[config.mk]
export PLATFORM = sky130hd
export DESIGN_NAME = mcp42000_driver
export DESIGN_NICKNAME = d
export VERILOG_FILES = /design/src/rtl/mcp42000_driver.sv
export SDC_FILE = /design/constraint.sdc
export NUM_CORES = 1
export LEC_CHECK = 0
export ABC_AREA = 0
export BUFFER_PORTS_ARGS = -buffer_cell sky130_fd_sc_hd__buf_2
export CORE_ASPECT_RATIO = 2
export CORE_MARGIN = 2
export CORE_UTILIZATION = 58
export DETAILED_ROUTE_END_ITERATION = 10
export PLACE_DENSITY_LB_ADDON = 0.08
export REMOVE_ABC_BUFFERS = 1
export SLEW_MARGIN = 25
export SYNTH_ARGS = -nofsm -noshare
export SYNTH_HDL_FRONTEND = slang
export SYNTH_SLANG_ARGS = --single-unit
[constraint.sdc]
create_clock -name clk -period 2.4 [get_ports clk]
set_input_delay 0.36 -clock clk [delete_from_list [all_inputs] [get_ports clk]]
set_output_delay 0.36 -clock clk [all_outputs]
set_load 0.05 [all_outputs]
[src/rtl/mcp42000_driver.sv]
// SPI mode 0,0 write-only driver for the MCP42xxx dual digital potentiometer.
// Define MCP42000_DRIVER_SHDN_EN to add the shdn input (sends the shutdown command).
module mcp42000_driver #(
    parameter int SCK_HALF = 4
) (
    input  logic       clk,
    input  logic       reset_n,
    input  logic [7:0] val,
    input  logic       wiper_sel,
    input  logic       valid,
`ifdef MCP42000_DRIVER_SHDN_EN
    input  logic       shdn,
`endif
    output logic       ready,
    output logic       cs,
    output logic       sck,
    output logic       mosi
);

    localparam int DW = (SCK_HALF > 1) ? $clog2(SCK_HALF) : 1;
    localparam logic [DW-1:0] DIV_MAX = DW'(SCK_HALF - 1);

    typedef enum logic [1:0] {
        S_IDLE,
        S_SHIFT,
        S_END,
        S_GAP
    } state_t;

    state_t          r_state, w_state;
    logic [DW-1:0]   r_div, w_div;
    logic [4:0]      r_half, w_half;
    logic [14:0]     r_shift, w_shift;
    logic            r_cs, w_cs;
    logic            r_sck, w_sck;
    logic            r_mosi, w_mosi;
    logic            r_ready, w_ready;
    logic            w_tick;
    logic [15:0]     w_word;

    // PP bits select the pot: 01 for pot 0, 10 for pot 1.
`ifdef MCP42000_DRIVER_SHDN_EN
    assign w_word = shdn ? {6'b001000, wiper_sel, ~wiper_sel, 8'h00}
                         : {6'b000100, wiper_sel, ~wiper_sel, val};
`else
    assign w_word = {6'b000100, wiper_sel, ~wiper_sel, val};
`endif

    assign w_tick = (r_div == DIV_MAX);

    always_comb begin
        w_state = r_state;
        w_div   = w_tick ? '0 : r_div + 1'b1;
        w_half  = r_half;
        w_shift = r_shift;
        w_cs    = r_cs;
        w_sck   = r_sck;
        w_mosi  = r_mosi;
        w_ready = r_ready;

        case (r_state)
            S_IDLE: begin
                w_div = '0;
                if (valid) begin
                    w_state = S_SHIFT;
                    w_cs    = 1'b0;
                    w_ready = 1'b0;
                    w_sck   = 1'b0;
                    w_half  = 5'd0;
                    w_mosi  = w_word[15];
                    w_shift = w_word[14:0];
                end
            end
            S_SHIFT: begin
                if (w_tick) begin
                    w_sck  = ~r_sck;
                    w_half = r_half + 5'd1;
                    // The 32nd half-period is the 16th falling edge; bit0 stays on mosi.
                    if (r_half == 5'd31) begin
                        w_state = S_END;
                    end else if (r_sck) begin
                        w_mosi  = r_shift[14];
                        w_shift = {r_shift[13:0], 1'b0};
                    end
                end
            end
            S_END: begin
                if (w_tick) begin
                    w_cs    = 1'b1;
                    w_state = S_GAP;
                end
            end
            S_GAP: begin
                if (w_tick) begin
                    w_state = S_IDLE;
                    w_ready = 1'b1;
                    w_mosi  = 1'b0;
                end
            end
            default: begin
                w_state = S_IDLE;
                w_cs    = 1'b1;
                w_sck   = 1'b0;
                w_mosi  = 1'b0;
                w_ready = 1'b1;
            end
        endcase
    end

    always_ff @(posedge clk or negedge reset_n) begin
        if (!reset_n) begin
            r_state <= S_IDLE;
            r_div   <= '0;
            r_half  <= 5'd0;
            r_shift <= 15'd0;
            r_cs    <= 1'b1;
            r_sck   <= 1'b0;
            r_mosi  <= 1'b0;
            r_ready <= 1'b1;
        end else begin
            r_state <= w_state;
            r_div   <= w_div;
            r_half  <= w_half;
            r_shift <= w_shift;
            r_cs    <= w_cs;
            r_sck   <= w_sck;
            r_mosi  <= w_mosi;
            r_ready <= w_ready;
        end
    end

    assign ready = r_ready;
    assign cs    = r_cs;
    assign sck   = r_sck;
    assign mosi  = r_mosi;

endmodule

==> impl_table.tex, run 1 <==
\begin{tabular}{lr}
\hline
Metric & Value \\
\hline
\multicolumn{2}{l}{\textbf{Layout}} \\
\quad Final cell count without fillers & 191 \\
\quad Area added between synthesis and finish & 8.327\% \\
\quad Diode count & 0 \\
\quad \# nets final & 184 \\
\quad Share of layout cells above drive strength 1 & 30.86\% \\
\multicolumn{2}{l}{\textbf{Critical path}} \\
\quad Sort of element at the end of the critical path & flip-flop \\
\quad Number of buffer and inverter stages on the critical path & 1 \\
\quad CP peak stage delay & 0.43 ns \\
\quad Critical-path cell with the highest stage delay & sky130\_fd\_sc\_hd\_\_dfrtp\_1 \\
\quad Cell repeated most along the worst path & sky130\_fd\_sc\_hd\_\_ha\_1 \\
\quad Top Family by Delay on Critical Path & adder cells \\
\quad CP Data Arrival Time & 2.40 ns \\
\quad Cell-by-cell listing of the critical path & ha\_1 > and3\_1 > ha\_1 > nand4b\_4 > a21oi\_4 > buf\_4 > mux2i\_1 \\
\quad Startpoint types & flip-flop \\
\quad Biggest fanout along the worst timing path & 12 \\
\quad Endpoint required time on the critical path & 2.59 ns \\
\quad Category of the most critical setup path & reg -> reg \\
\multicolumn{2}{l}{\textbf{Logic synthesis}} \\
\quad Library cell occupying the most area in the post-synthesis netlist & sky130\_fd\_sc\_hd\_\_dfrtp\_1 \\
\quad Area of the mapped netlist & 1623 sq um \\
\quad Top-area cell type share of the netlist area & 40.09\% \\
\quad Commonest cells post-synth & sky130\_fd\_sc\_hd\_\_dfrtp\_1, sky130\_fd\_sc\_hd\_\_mux2\_2, sky130\_fd\_sc\_hd\_\_nand2\_1 \\
\quad Dominant synthesized flop cell & sky130\_fd\_sc\_hd\_\_dfrtp\_1 \\
\quad Most frequent cell after synthesis & sky130\_fd\_sc\_hd\_\_dfrtp\_1 \\
\quad Syn Inst Count & 147 \\
\quad Number of enable-type register cells in the synthesized netlist & 0 \\
\quad Top cells by area, synth & sky130\_fd\_sc\_hd\_\_dfrtp\_1, sky130\_fd\_sc\_hd\_\_mux2\_2, sky130\_fd\_sc\_hd\_\_ha\_1 \\
\quad Post-synth ARST share & 100.0\% \\
\quad Sequential element share of the synthesized area & 43.33\% \\
\quad Yosys synthesis warning count & 0 \\
\quad Mean post-synth cell area & 11.04 sq um \\
\quad Post-synthesis sequential element count & 28 \\
\quad Number of library cell types mapped by synthesis & 40 \\
\multicolumn{2}{l}{\textbf{Floorplanning}} \\
\quad \# IOs & 16 \\
\quad Total die area & 3263 sq um \\
\quad Die Wd & 41.40 um \\
\quad Row cnt & 27 \\
\quad Core box area & 2703 sq um \\
\quad Initial standard-cell utilization of the core & 60.05\% \\
\quad Overall die height & 78.81 um \\
\multicolumn{2}{l}{\textbf{Power}} \\
\quad Peak supply drop & 0.7694 mV \\
\quad Switching share of power & 39.75\% \\
\quad Combinational power share & 52.9\% \\
\quad Internal power component & 1.355 mW \\
\quad Flop pwr share & 35.9\% \\
\quad Net switching power & 893.5 uW \\
\quad Clock Power Share & 11.2\% \\
\quad Power density relative to cell area & 1279 nW/um\^{}2 \\
\quad Total power of the final layout & 2.248 mW \\
\quad Total leakage power & 0.8332 nW \\
\multicolumn{2}{l}{\textbf{GRT}} \\
\quad Largest net degree at the start of global routing & 29 \\
\quad Global-route wire length before repair & 5616 um \\
\quad Number of global-route vias before repair & 1,268 \\
\quad Total Routing Usage GR & 21.92\% \\
\quad Final global-route overflow total & 0 \\
\quad Initial antenna violation count & 0 \\
\multicolumn{2}{l}{\textbf{Timing}} \\
\quad Final period demand of the worst path & 2.207 ns \\
\quad Peak Freq & 453.0 MHz \\
\quad Share of the cycle needed by the critical path after routing & 91.98\% \\
\quad Layout Skew & 0.008210 ns \\
\quad Pins Over Slew Limit & 0 \\
\quad Number of endpoints failing setup at the final stage & 0 \\
\quad Hold Violations, Final & 0 \\
\quad Max-Slew Margin vs Limit & 58.67\% \\
\quad Setup repair after global routing missed its margin & no \\
\quad Setup TNS & 0 ns \\
\quad Worst-Margin Slew & 0.6200 ns \\
\quad Min setup slack post-route & 0.1926 ns \\
\multicolumn{2}{l}{\textbf{Routing}} \\
\quad Total wirelength of the detailed-routed design & 3194 um \\
\quad Total routed wire length on the met1 layer & 1256 um \\
\quad Met2 WL post-DR & 1787 um \\
\quad Number of DRC markers in iteration 0 & 22 \\
\quad Number of design rule violations left after detail routing & 0 \\
\quad Antenna Violating Nets Remaining & 0 \\
\quad Via total after detailed routing & 1,168 \\
\quad Avg WL per Cell & 16.72 um \\
\quad Drt first pass iters & 4 \\
\quad Total length of routed met3 wires & 74 um \\
\quad Via/cell ratio & 6.115 \\
\quad Highest routing layer actually used & met4 \\
\multicolumn{2}{l}{\textbf{Clocking}} \\
\quad Post-CTS resize count & 0 \\
\quad Reg clk slew, reported paths & 0.09 ns \\
\quad Setup bufs post-CTS & 0 \\
\quad Clock network latency to the later pin of the worst-skew pair & 0.27 ns \\
\quad Cts-stage hold buffer count & 0 \\
\quad Cell chosen for the clock root & sky130\_fd\_sc\_hd\_\_clkbuf\_8 \\
\quad Count of H-tree levels built during CTS & 1 \\
\quad Deepest clock path buffer count & 2 \\
\quad CTS Buf Count & 3 \\
\quad Num Clock Sinks & 28 \\
\quad TritonCTS clock tree & yes \\
\multicolumn{2}{l}{\textbf{Min path}} \\
\quad Hold WC Path Type & in -> async \\
\multicolumn{2}{l}{\textbf{Placed design}} \\
\quad Detailed Place HPWL & 2400 um \\
\quad Count of buffers inserted at the top-level ports & 15 \\
\quad Final weighted congestion of routability-driven global placement & 0.8235 \\
\quad Placement-stage worst setup slack & 0.2078 ns \\
\quad Cell Count Post-Placement & 188 \\
\multicolumn{2}{l}{\textbf{Status}} \\
\quad Outcome & complete, no violations \\
\multicolumn{2}{l}{\textbf{Job}} \\
\quad Number of max-capacitance violations reported & 0 \\
\hline
\end{tabular}
## layout make-up
| type | count | area (sq um) |
|---|---|---|
| fillers | 222 | 944.7 |
| multi-input cells | 100 | 823.3 |
| flip-flops and latches | 28 | 703.2 |
| repair buffers | 20 | 112.6 |
| clock buffers | 3 | 41.29 |
| inverters | 11 | 41.29 |
| well taps | 29 | 36.28 |
## sequential cells by signal, summed over array words and instances (netlist names)
signal and flops:
ready 1, r_shift 15, r_half 5, cs 1, sck 1, r_state 2
r_div 2, mosi 1
## cells in the final DEF (no fill, tap or decap), types with 2 or more instances in the layout
cell type	instances
sky130_fd_sc_hd__a21oi_1	8
sky130_fd_sc_hd__a31oi_1	2
sky130_fd_sc_hd__and3_1	3
sky130_fd_sc_hd__and4_1	2
sky130_fd_sc_hd__buf_2	15
sky130_fd_sc_hd__buf_4	5
sky130_fd_sc_hd__clkbuf_8	3
sky130_fd_sc_hd__dfrtp_1	26
sky130_fd_sc_hd__dfstp_2	2
sky130_fd_sc_hd__ha_1	8
sky130_fd_sc_hd__inv_1	11
sky130_fd_sc_hd__mux2_2	14
sky130_fd_sc_hd__mux2_4	5
sky130_fd_sc_hd__mux2i_1	6
sky130_fd_sc_hd__nand2_1	12
sky130_fd_sc_hd__nand2b_1	2
sky130_fd_sc_hd__nand3_1	2
sky130_fd_sc_hd__nor2_1	2
sky130_fd_sc_hd__nor2b_1	4
sky130_fd_sc_hd__nor3_1	5
sky130_fd_sc_hd__o21ai_0	3
sky130_fd_sc_hd__o221ai_1	4
## power by group through the flow
stage	Sequential, mW	Combinational, mW	Clock, mW
2_1_floorplan	0.854	0.841	0
5_1_grt	0.835	1.32	0.280
4_1_cts	0.806	1.21	0.260
3_3_place_gp	0.803	1.15	0
3_5_place_dp	0.816	1.20	0
6_report	0.807	1.19	0.251
## worst paths after layout
kind	from	end	slack, ns	cells after the start
hold reg to reg	r_div[0]	r_div[0]	0.45	1
setup / recovery	r_half[0]	r_shift[11]	0.19	7
max in group asynchronous	reset_n	r_div[0]	1.90	1
hold / removal	reset_n	r_shift[4]	0.09	1
min in group clk	val[0]	r_shift[0]	0.37	3
setup reg to reg	r_half[0]	r_shift[11]	0.19	7
## layer usage
metal,up-vias,track usage [%]
li1,553,-
met1,578,24.44
met2,27,41.25
met3,10,1.364
met4,0,9.677
met5,-,0
## through the flow
stage / instance area, sq um / hold slack (ns) / util (%)
floorplan: 1568 / 0.06441 / -
global placement: 1717 / 0.4026 / 63.52
detailed placement: 1717 / 0.4154 / 63.52
CTS: 1758 / 0.1168 / 65.05
global route: 1758 / 0.1546 / 65.05
finish: 1758 / 0.08708 / 65.05
## kinds of logic (layout without fill, tap and decap cells)
kind of cell / after synthesis / in the layout / share of synthesized area [%]
AO/OA/AOI/OAI: 27 / 27 / 11.64
adder cells (fa/ha/maj): 8 / 8 / 6.168
buffers and inverters: 19 / 34 / 5.937
flip-flops: 28 / 28 / 43.33
multiplexers: 25 / 25 / 18.04
AND/OR/NAND/NOR: 40 / 40 / 14.88
## worst register-to-register path: stages, from the launching register on
cell and delay (ns):
sky130_fd_sc_hd__dfrtp_1 0.43, sky130_fd_sc_hd__ha_1 0.24, sky130_fd_sc_hd__and3_1 0.19, sky130_fd_sc_hd__ha_1 0.23, sky130_fd_sc_hd__nand4b_4 0.20, sky130_fd_sc_hd__a21oi_4 0.42, sky130_fd_sc_hd__buf_4 0.23, sky130_fd_sc_hd__mux2i_1 0.19
No activity file was read; power rests on OpenSTA's default activity.
==> inputs of run 2 (changes only) <==
--- a/config.mk
+++ b/config.mk
@@ -12,6 +12,7 @@
 export CORE_UTILIZATION = 58
 export DETAILED_ROUTE_END_ITERATION = 10
 export PLACE_DENSITY_LB_ADDON = 0.08
+export RECOVER_POWER = 50
 export REMOVE_ABC_BUFFERS = 1
 export SLEW_MARGIN = 25
 export SYNTH_ARGS = -nofsm -noshare
==> run 2 against run 1 <==
First-iteration DRC count decreased by 4.5%. Utilization shrank 0.19 points. Sequential cell count did not move. Largest cell class unchanged. Power decreased by 0.28%. Critical path type unchanged. Die area unchanged.
==> impl_table.tex, run 2 (synthesis results as in run 1) <==
\begin{tabular}{lr}
\hline
Metric & Value \\
\hline
\multicolumn{2}{l}{\textbf{Floorplanning}} \\
\quad Die Wd & 41.40 um (unchanged) \\
\quad Overall die height & 78.81 um (unchanged) \\
\quad Total die area & 3263 sq um (unchanged) \\
\quad Row cnt & 27 (unchanged) \\
\quad Core box area & 2703 sq um (unchanged) \\
\quad Initial standard-cell utilization of the core & 60.05\% (unchanged) \\
\quad \# IOs & 16 (unchanged) \\
\multicolumn{2}{l}{\textbf{Power}} \\
\quad Combinational power share & 52.8\% (about the same) \\
\quad Total power of the final layout & 2.242 mW (-0.28\%) \\
\quad Net switching power & 893.1 uW (about the same) \\
\quad Total leakage power & 0.8263 nW (-0.82\%) \\
\quad Power density relative to cell area & 1279 nW/um\^{}2 (about the same) \\
\quad Peak supply drop & 0.7669 mV (-0.33\%) \\
\quad Switching share of power & 39.84\% (+0.094 points) \\
\quad Flop pwr share & 36.0\% (about the same) \\
\quad Internal power component & 1.349 mW (-0.44\%) \\
\quad Clock Power Share & 11.2\% (about the same) \\
\multicolumn{2}{l}{\textbf{Timing}} \\
\quad Max-Slew Margin vs Limit & 2.224\% (-56 points) \\
\quad Peak Freq & 452.9 MHz (about the same) \\
\quad Number of endpoints failing setup at the final stage & 0 (unchanged) \\
\quad Share of the cycle needed by the critical path after routing & 92.00\% (about the same) \\
\quad Setup TNS & 0 ns (unchanged) \\
\quad Final period demand of the worst path & 2.208 ns (+0.0006030 ns) \\
\quad Worst-Margin Slew & 1.467 ns (+0.8467 ns) \\
\quad Hold Violations, Final & 0 (unchanged) \\
\quad Pins Over Slew Limit & 0 (unchanged) \\
\quad Layout Skew & 0.008135 ns (-0.00007552 ns) \\
\quad Setup repair after global routing missed its margin & no \\
\multicolumn{2}{l}{\textbf{GRT}} \\
\quad Number of global-route vias before repair & 1,268 (unchanged) \\
\quad Global-route wire length before repair & 5616 um (unchanged) \\
\quad Final global-route overflow total & 0 (unchanged) \\
\quad Largest net degree at the start of global routing & 29 (unchanged) \\
\quad Total Routing Usage GR & 21.92\% (unchanged) \\
\quad Initial antenna violation count & 0 (unchanged) \\
\multicolumn{2}{l}{\textbf{Routing}} \\
\quad Total wirelength of the detailed-routed design & 3181 um (-0.41\%) \\
\quad Avg WL per Cell & 16.65 um (-0.41\%) \\
\quad Via/cell ratio & 6.105 (-0.17\%) \\
\quad Number of DRC markers in iteration 0 & 21 (-4.5\%) \\
\quad Drt first pass iters & 4 (unchanged) \\
\quad Via total after detailed routing & 1,166 (-0.17\%) \\
\quad Number of design rule violations left after detail routing & 0 (unchanged) \\
\quad Antenna Violating Nets Remaining & 0 (unchanged) \\
\multicolumn{2}{l}{\textbf{Clocking}} \\
\quad Clock network latency to the later pin of the worst-skew pair & 0.27 ns (about the same) \\
\quad Reg clk slew, reported paths & 0.09 ns (about the same) \\
\quad Cts-stage hold buffer count & 0 (unchanged) \\
\quad Deepest clock path buffer count & 2 (unchanged) \\
\quad TritonCTS clock tree & yes \\
\quad Post-CTS resize count & 0 (unchanged) \\
\quad Count of H-tree levels built during CTS & 1 (unchanged) \\
\quad CTS Buf Count & 3 (unchanged) \\
\quad Cell chosen for the clock root & sky130\_fd\_sc\_hd\_\_clkbuf\_8 \\
\quad Num Clock Sinks & 28 (unchanged) \\
\quad Setup bufs post-CTS & 0 (unchanged) \\
\multicolumn{2}{l}{\textbf{Critical path}} \\
\quad CP peak stage delay & 0.43 ns (about the same) \\
\quad Category of the most critical setup path & reg -> reg \\
\quad Sort of element at the end of the critical path & flip-flop \\
\quad Critical-path cell with the highest stage delay & sky130\_fd\_sc\_hd\_\_dfrtp\_1 \\
\quad Endpoint required time on the critical path & 2.59 ns (about the same) \\
\quad Critical path launch point & r\_half[0] \\
\quad Biggest fanout along the worst timing path & 12 (unchanged) \\
\quad CP Data Arrival Time & 2.40 ns (about the same) \\
\quad Cell repeated most along the worst path & sky130\_fd\_sc\_hd\_\_ha\_1 \\
\quad Worst reg2reg path startpoint & r\_half[0] \\
\quad Startpoint types & flip-flop \\
\quad Cell-by-cell listing of the critical path & ha\_1 > and3\_1 > ha\_1 > nand4b\_4 > a21oi\_4 > buf\_4 > mux2i\_1 \\
\multicolumn{2}{l}{\textbf{Layout}} \\
\quad Total of fill cells in the finished design & 224 (+0.90\%) \\
\quad Diode count & 0 (unchanged) \\
\quad Sequential standard cell area & 703.2 sq um (unchanged) \\
\quad Largest registers & r\_shift: 15 flops, r\_half: 5 flops \\
\quad Final cell count without fillers & 191 (unchanged) \\
\quad Most used cells in the layout excluding fill and tap cells & sky130\_fd\_sc\_hd\_\_dfrtp\_1, sky130\_fd\_sc\_hd\_\_mux2\_2, sky130\_fd\_sc\_hd\_\_buf\_2 \\
\quad Area of the multi-input gates & 823.3 sq um (unchanged) \\
\quad Largest register FFs & 15 (unchanged) \\
\quad Most common cell after layout, fill and taps aside & sky130\_fd\_sc\_hd\_\_dfrtp\_1 \\
\quad Largest register by flop count & r\_shift \\
\quad \# nets final & 184 (unchanged) \\
\quad Utilization after layout & 64.86\% (-0.19 points) \\
\quad Share of layout cells above drive strength 1 & 29.63\% (-1.2 points) \\
\quad Area added between synthesis and finish & 8.018\% \\
\multicolumn{2}{l}{\textbf{Placed design}} \\
\quad Final weighted congestion of routability-driven global placement & 0.8235 (unchanged) \\
\quad Detailed Place HPWL & 2400 um (unchanged) \\
\quad Count of buffers inserted at the top-level ports & 15 (unchanged) \\
\quad Cell Count Post-Placement & 188 (unchanged) \\
\multicolumn{2}{l}{\textbf{Min path}} \\
\quad Worst Min Path Start & val[0] \\
\quad Hold WC Path Type & in -> reg \\
\multicolumn{2}{l}{\textbf{Job}} \\
\quad Number of max-capacitance violations reported & 0 (unchanged) \\
\multicolumn{2}{l}{\textbf{Status}} \\
\quad Outcome & complete, no violations \\
\hline
\end{tabular}
run 2: final timing paths:
kind	slack (ns)	endpoint	cells past startpoint
worst max-delay path	0.19	r_shift[11]	7
worst min-delay path	0.37	r_shift[0]	3
worst max register to register	0.19	r_shift[11]	7
worst min register to register	0.45	r_div[0]	1
max in group asynchronous	1.12	r_div[0]	1
min in group asynchronous	0.41	sck	1
run 2: cell type report:
class	instances	share of cell area [%]
multi-input combinational	100	46.97
sequential	28	40.11
clock buffer	3	2.355
tap	29	2.070
timing repair buffer	20	6.138
inverter	11	2.355
run 2: stage by stage:
stage          setup slack (ns)  instance area [sq um]  hold slack, ns
6_report                 0.1920                   1753          0.3728
5_1_grt                 0.06019                   1753          0.3937
4_1_cts                  0.1861                   1758          0.1168
3_5_place_dp             0.2078                   1717          0.4154
3_3_place_gp             0.2614                   1717          0.4026
2_1_floorplan            0.1004                   1568         0.06441
run 2: metal layers:
metal / routed length (um) / vias to the layer above / part of all wire [%] / global-route usage, %
met5: 0 / - / 0 / 0
met4: 71 / 0 / 2.2 / 9.677
met3: 61 / 8 / 1.9 / 1.364
met2: 1791 / 23 / 56 / 41.25
met1: 1257 / 579 / 40 / 24.44
li1: - / 556 / - / -
run 2: critical path: cells and delay by family (launching register included):
family,cells,cell delay [ns]
flops,1,0.43
simple gates,2,0.38
fa+ha+maj,2,0.47
mux,1,0.19
compound gates,1,0.42
buf+inv,1,0.23
run 2: power groups by stage:
stage | Clock, mW | Sequential, mW | Combinational [mW]
after floorplan | 0 | 0.854 | 0.841
after global placement | 0 | 0.803 | 1.15
after detailed placement | 0 | 0.816 | 1.20
after CTS | 0.260 | 0.806 | 1.21
after global routing | 0.280 | 0.835 | 1.31
final | 0.251 | 0.807 | 1.18
==> inputs of run 3 (changes only) <==
--- a/config.mk
+++ b/config.mk
@@ -9,7 +9,8 @@
 export BUFFER_PORTS_ARGS = -buffer_cell sky130_fd_sc_hd__buf_2
 export CORE_ASPECT_RATIO = 2
 export CORE_MARGIN = 2
-export CORE_UTILIZATION = 58
+export CORE_UTILIZATION = 61
+export CTS_BUF_LIST = sky130_fd_sc_hd__clkbuf_2 sky130_fd_sc_hd__clkbuf_4 sky130_fd_sc_hd__clkbuf_8
 export DETAILED_ROUTE_END_ITERATION = 10
 export PLACE_DENSITY_LB_ADDON = 0.08
 export RECOVER_POWER = 50
==> run 3 against run 2 <==
The run now ends with max-capacitance violations, max-slew violations left. Cell area rose by 2.1%. Die area down 4.6%. Setup slack got worse by 0.0097 ns. Critical path type unchanged. Critical endpoint is now r_shift[5]. Largest cell class unchanged. Largest power group unchanged.
==> impl_table.tex, run 3 (synthesis results as in run 1) <==
\begin{tabular}{lr}
\hline
Metric & Value \\
\hline
\multicolumn{2}{l}{\textbf{Clocking}} \\
\quad Clock network latency to the later pin of the worst-skew pair & 0.28 ns (about the same) \\
\quad TritonCTS clock tree & yes \\
\quad Setup bufs post-CTS & 0 (unchanged) \\
\quad Post-CTS resize count & 0 (unchanged) \\
\quad Cell chosen for the clock root & sky130\_fd\_sc\_hd\_\_clkbuf\_8 \\
\quad Cts-stage hold buffer count & 0 (unchanged) \\
\quad Reg clk slew, reported paths & 0.09 ns (about the same) \\
\quad Num Clock Sinks & 28 (unchanged) \\
\quad CTS Buf Count & 3 (unchanged) \\
\quad Deepest clock path buffer count & 2 (unchanged) \\
\quad Count of H-tree levels built during CTS & 1 (unchanged) \\
\multicolumn{2}{l}{\textbf{Routing}} \\
\quad Number of design rule violations left after detail routing & 0 (unchanged) \\
\quad Total wirelength of the detailed-routed design & 3309 um (+4.0\%) \\
\quad Drt first pass iters & 4 (unchanged) \\
\quad Via/cell ratio & 6.151 (+0.76\%) \\
\quad Via total after detailed routing & 1,181 (+1.3\%) \\
\quad Antenna Violating Nets Remaining & 0 (unchanged) \\
\quad Number of DRC markers in iteration 0 & 37 (+76\%) \\
\quad Avg WL per Cell & 17.23 um (+3.5\%) \\
\multicolumn{2}{l}{\textbf{Status}} \\
\quad Violations in the final reports & max-capacitance violations, max-slew violations \\
\quad Outcome & finished, violations left \\
\multicolumn{2}{l}{\textbf{Timing}} \\
\quad Setup TNS & 0 ns (unchanged) \\
\quad Worst-Margin Slew & 1.538 ns (+0.07164 ns) \\
\quad Layout Skew & 0.008823 ns (+0.0006878 ns) \\
\quad Share of the cycle needed by the critical path after routing & 92.40\% (+0.40 points) \\
\quad Setup repair after global routing missed its margin & no \\
\quad Final period demand of the worst path & 2.218 ns (+0.009705 ns) \\
\quad Pins Over Slew Limit & 29 (+29) \\
\quad Hold Violations, Final & 0 (unchanged) \\
\quad Max-Slew Margin vs Limit & -2.552\% (-4.8 points) \\
\quad Number of endpoints failing setup at the final stage & 0 (unchanged) \\
\quad Peak Freq & 450.9 MHz (-0.44\%) \\
\multicolumn{2}{l}{\textbf{Min path}} \\
\quad Hold WC Path Type & in -> reg \\
\quad Worst hold stages & 3 (unchanged) \\
\multicolumn{2}{l}{\textbf{Layout}} \\
\quad Diode count & 0 (unchanged) \\
\quad Share of layout cells above drive strength 1 & 30.49\% (+0.86 points) \\
\quad Total of fill cells in the finished design & 199 (-11\%) \\
\quad Largest register by flop count & r\_shift \\
\quad Sequential standard cell area & 703.2 sq um (unchanged) \\
\quad Post-route standard cell area excluding fillers & 1789 sq um (+2.1\%) \\
\quad Largest register FFs & 15 (unchanged) \\
\quad Largest registers & r\_shift: 15 flops, r\_half: 5 flops \\
\quad Final cell count without fillers & 192 (+0.52\%) \\
\quad Area of the multi-input gates & 823.3 sq um (unchanged) \\
\quad \# nets final & 185 (+0.54\%) \\
\quad Most common cell after layout, fill and taps aside & sky130\_fd\_sc\_hd\_\_dfrtp\_1 \\
\quad Most used cells in the layout excluding fill and tap cells & sky130\_fd\_sc\_hd\_\_dfrtp\_1, sky130\_fd\_sc\_hd\_\_mux2\_2, sky130\_fd\_sc\_hd\_\_buf\_2 \\
\quad Area added between synthesis and finish & 10.25\% \\
\multicolumn{2}{l}{\textbf{Critical path}} \\
\quad Biggest fanout along the worst timing path & 13 (+1) \\
\quad CP Data Arrival Time & 2.39 ns (about the same) \\
\quad Category of the most critical setup path & reg -> reg \\
\quad Sort of element at the end of the critical path & flip-flop \\
\quad Cell-by-cell listing of the critical path & ha\_1 > and3\_1 > ha\_1 > nand4b\_4 > a21oi\_4 > mux2\_2 \\
\quad Number of buffer and inverter stages on the critical path & 0 (-1) \\
\quad Path depth of the worst reg2reg path & 6 (-1) \\
\quad Top Family by Delay on Critical Path & adder cells \\
\quad Startpoint types & flip-flop \\
\quad Cell repeated most along the worst path & sky130\_fd\_sc\_hd\_\_ha\_1 \\
\quad CP peak stage delay & 0.43 ns (about the same) \\
\quad WP depth & 6 (-1) \\
\quad Endpoint required time on the critical path & 2.57 ns (-0.02 ns) \\
\quad Critical-path cell with the highest stage delay & sky130\_fd\_sc\_hd\_\_dfrtp\_1 \\
\multicolumn{2}{l}{\textbf{Power}} \\
\quad Net switching power & 930.1 uW (+4.1\%) \\
\quad Flop pwr share & 34.0\% (-2.0 points) \\
\quad Switching share of power & 38.78\% (-1.1 points) \\
\quad Total leakage power & 0.8457 nW (+2.3\%) \\
\quad Combinational power share & 50.3\% (-2.5 points) \\
\quad Peak supply drop & 0.9211 mV (+20\%) \\
\quad Clock Power Share & 15.7\% (+4.5 points) \\
\quad Power density relative to cell area & 1340 nW/um\^{}2 (+4.8\%) \\
\quad Internal power component & 1.468 mW (+8.9\%) \\
\multicolumn{2}{l}{\textbf{Floorplanning}} \\
\quad Die Wd & 40.47 um (-2.2\%) \\
\quad Initial standard-cell utilization of the core & 63.95\% (+3.9 points) \\
\quad Core box area & 2537 sq um (-6.1\%) \\
\quad \# IOs & 16 (unchanged) \\
\quad Row cnt & 26 (-3.7\%) \\
\quad Overall die height & 76.94 um (-2.4\%) \\
\quad Total die area & 3114 sq um (-4.6\%) \\
\multicolumn{2}{l}{\textbf{Job}} \\
\quad Number of max-capacitance violations reported & 1 (+1) \\
\multicolumn{2}{l}{\textbf{GRT}} \\
\quad Final global-route overflow total & 0 (unchanged) \\
\quad Global-route wire length before repair & 5354 um (-4.7\%) \\
\quad Largest net degree at the start of global routing & 29 (unchanged) \\
\quad Total Routing Usage GR & 24.38\% (+2.5 points) \\
\quad Number of global-route vias before repair & 1,202 (-5.2\%) \\
\quad Initial antenna violation count & 0 (unchanged) \\
\multicolumn{2}{l}{\textbf{Placed design}} \\
\quad Final weighted congestion of routability-driven global placement & 0.7692 (-6.6\%) \\
\quad Count of buffers inserted at the top-level ports & 15 (unchanged) \\
\quad Area after DPL & 1723 sq um (+0.36\%) \\
\quad Cell Count Post-Placement & 188 (unchanged) \\
\quad Detailed Place HPWL & 2435 um (+1.5\%) \\
\hline
\end{tabular}
run 3: per-layer routing:
metal / track usage, % / share of wire, % / vias to the layer above / wire length (um)
met5: 0 / 0 / - / 0
met4: 12.33 / 3.9 / 0 / 128
met3: 3.179 / 1.9 / 14 / 64
met2: 40.32 / 56 / 28 / 1856
met1: 28.29 / 38 / 583 / 1260
li1: - / - / 556 / -
run 3: power groups by stage:
stage | Clock (mW) | Sequential [mW] | Combinational, mW
after detailed placement | 0 | 0.822 | 1.22
after CTS | 0.380 | 0.814 | 1.22
after global routing | 0.397 | 0.842 | 1.31
after global placement | 0 | 0.803 | 1.16
after floorplan | 0 | 0.854 | 0.841
final | 0.377 | 0.815 | 1.21
run 3: worst register-to-register path, delay by kind of cell, from the launching register on:
kind	cells	cell delay, ns
flip-flops	1	0.43
multiplexers	1	0.40
AND/OR/NAND/NOR	2	0.39
AO/OA/AOI/OAI	1	0.43
adder cells (fa/ha/maj)	2	0.47
run 3: cell type report:
type	count	area share [%]
Timing Repair Buffer	21	6.434
Sequential cell	28	39.30
Tap cell	28	1.958
Clock buffer	3	2.308
Multi-Input combinational cell	100	46.01
Clock inverter	1	1.678
Inverter	11	2.308
run 3: path summary, 6_finish.rpt:
check | from | slack (ns) | to
max in group asynchronous | reset_n | 1.07 | r_shift[5]
worst max-delay path | r_half[0] | 0.18 | r_shift[5]
worst min-delay path | val[0] | 0.35 | r_shift[0]
min in group asynchronous | reset_n | 0.44 | r_half[2]
worst min register to register | r_div[0] | 0.45 | r_div[0]
worst max register to register | r_half[0] | 0.18 | r_shift[5]
run 3: per-stage QoR:
step / utilization [%] / hold WS, ns / total power, mW / worst slack, ns
final: 70.51 / 0.3512 / 2.398 / 0.1823
after global routing: 70.51 / 0.3615 / 2.550 / 0.06758
after CTS: 70.71 / 0.1048 / 2.416 / 0.1677
after detailed placement: 67.90 / 0.4144 / 2.041 / 0.2008
after global placement: 67.90 / 0.3994 / 1.961 / 0.2439
after floorplan: - / 0.06441 / 1.695 / 0.1004
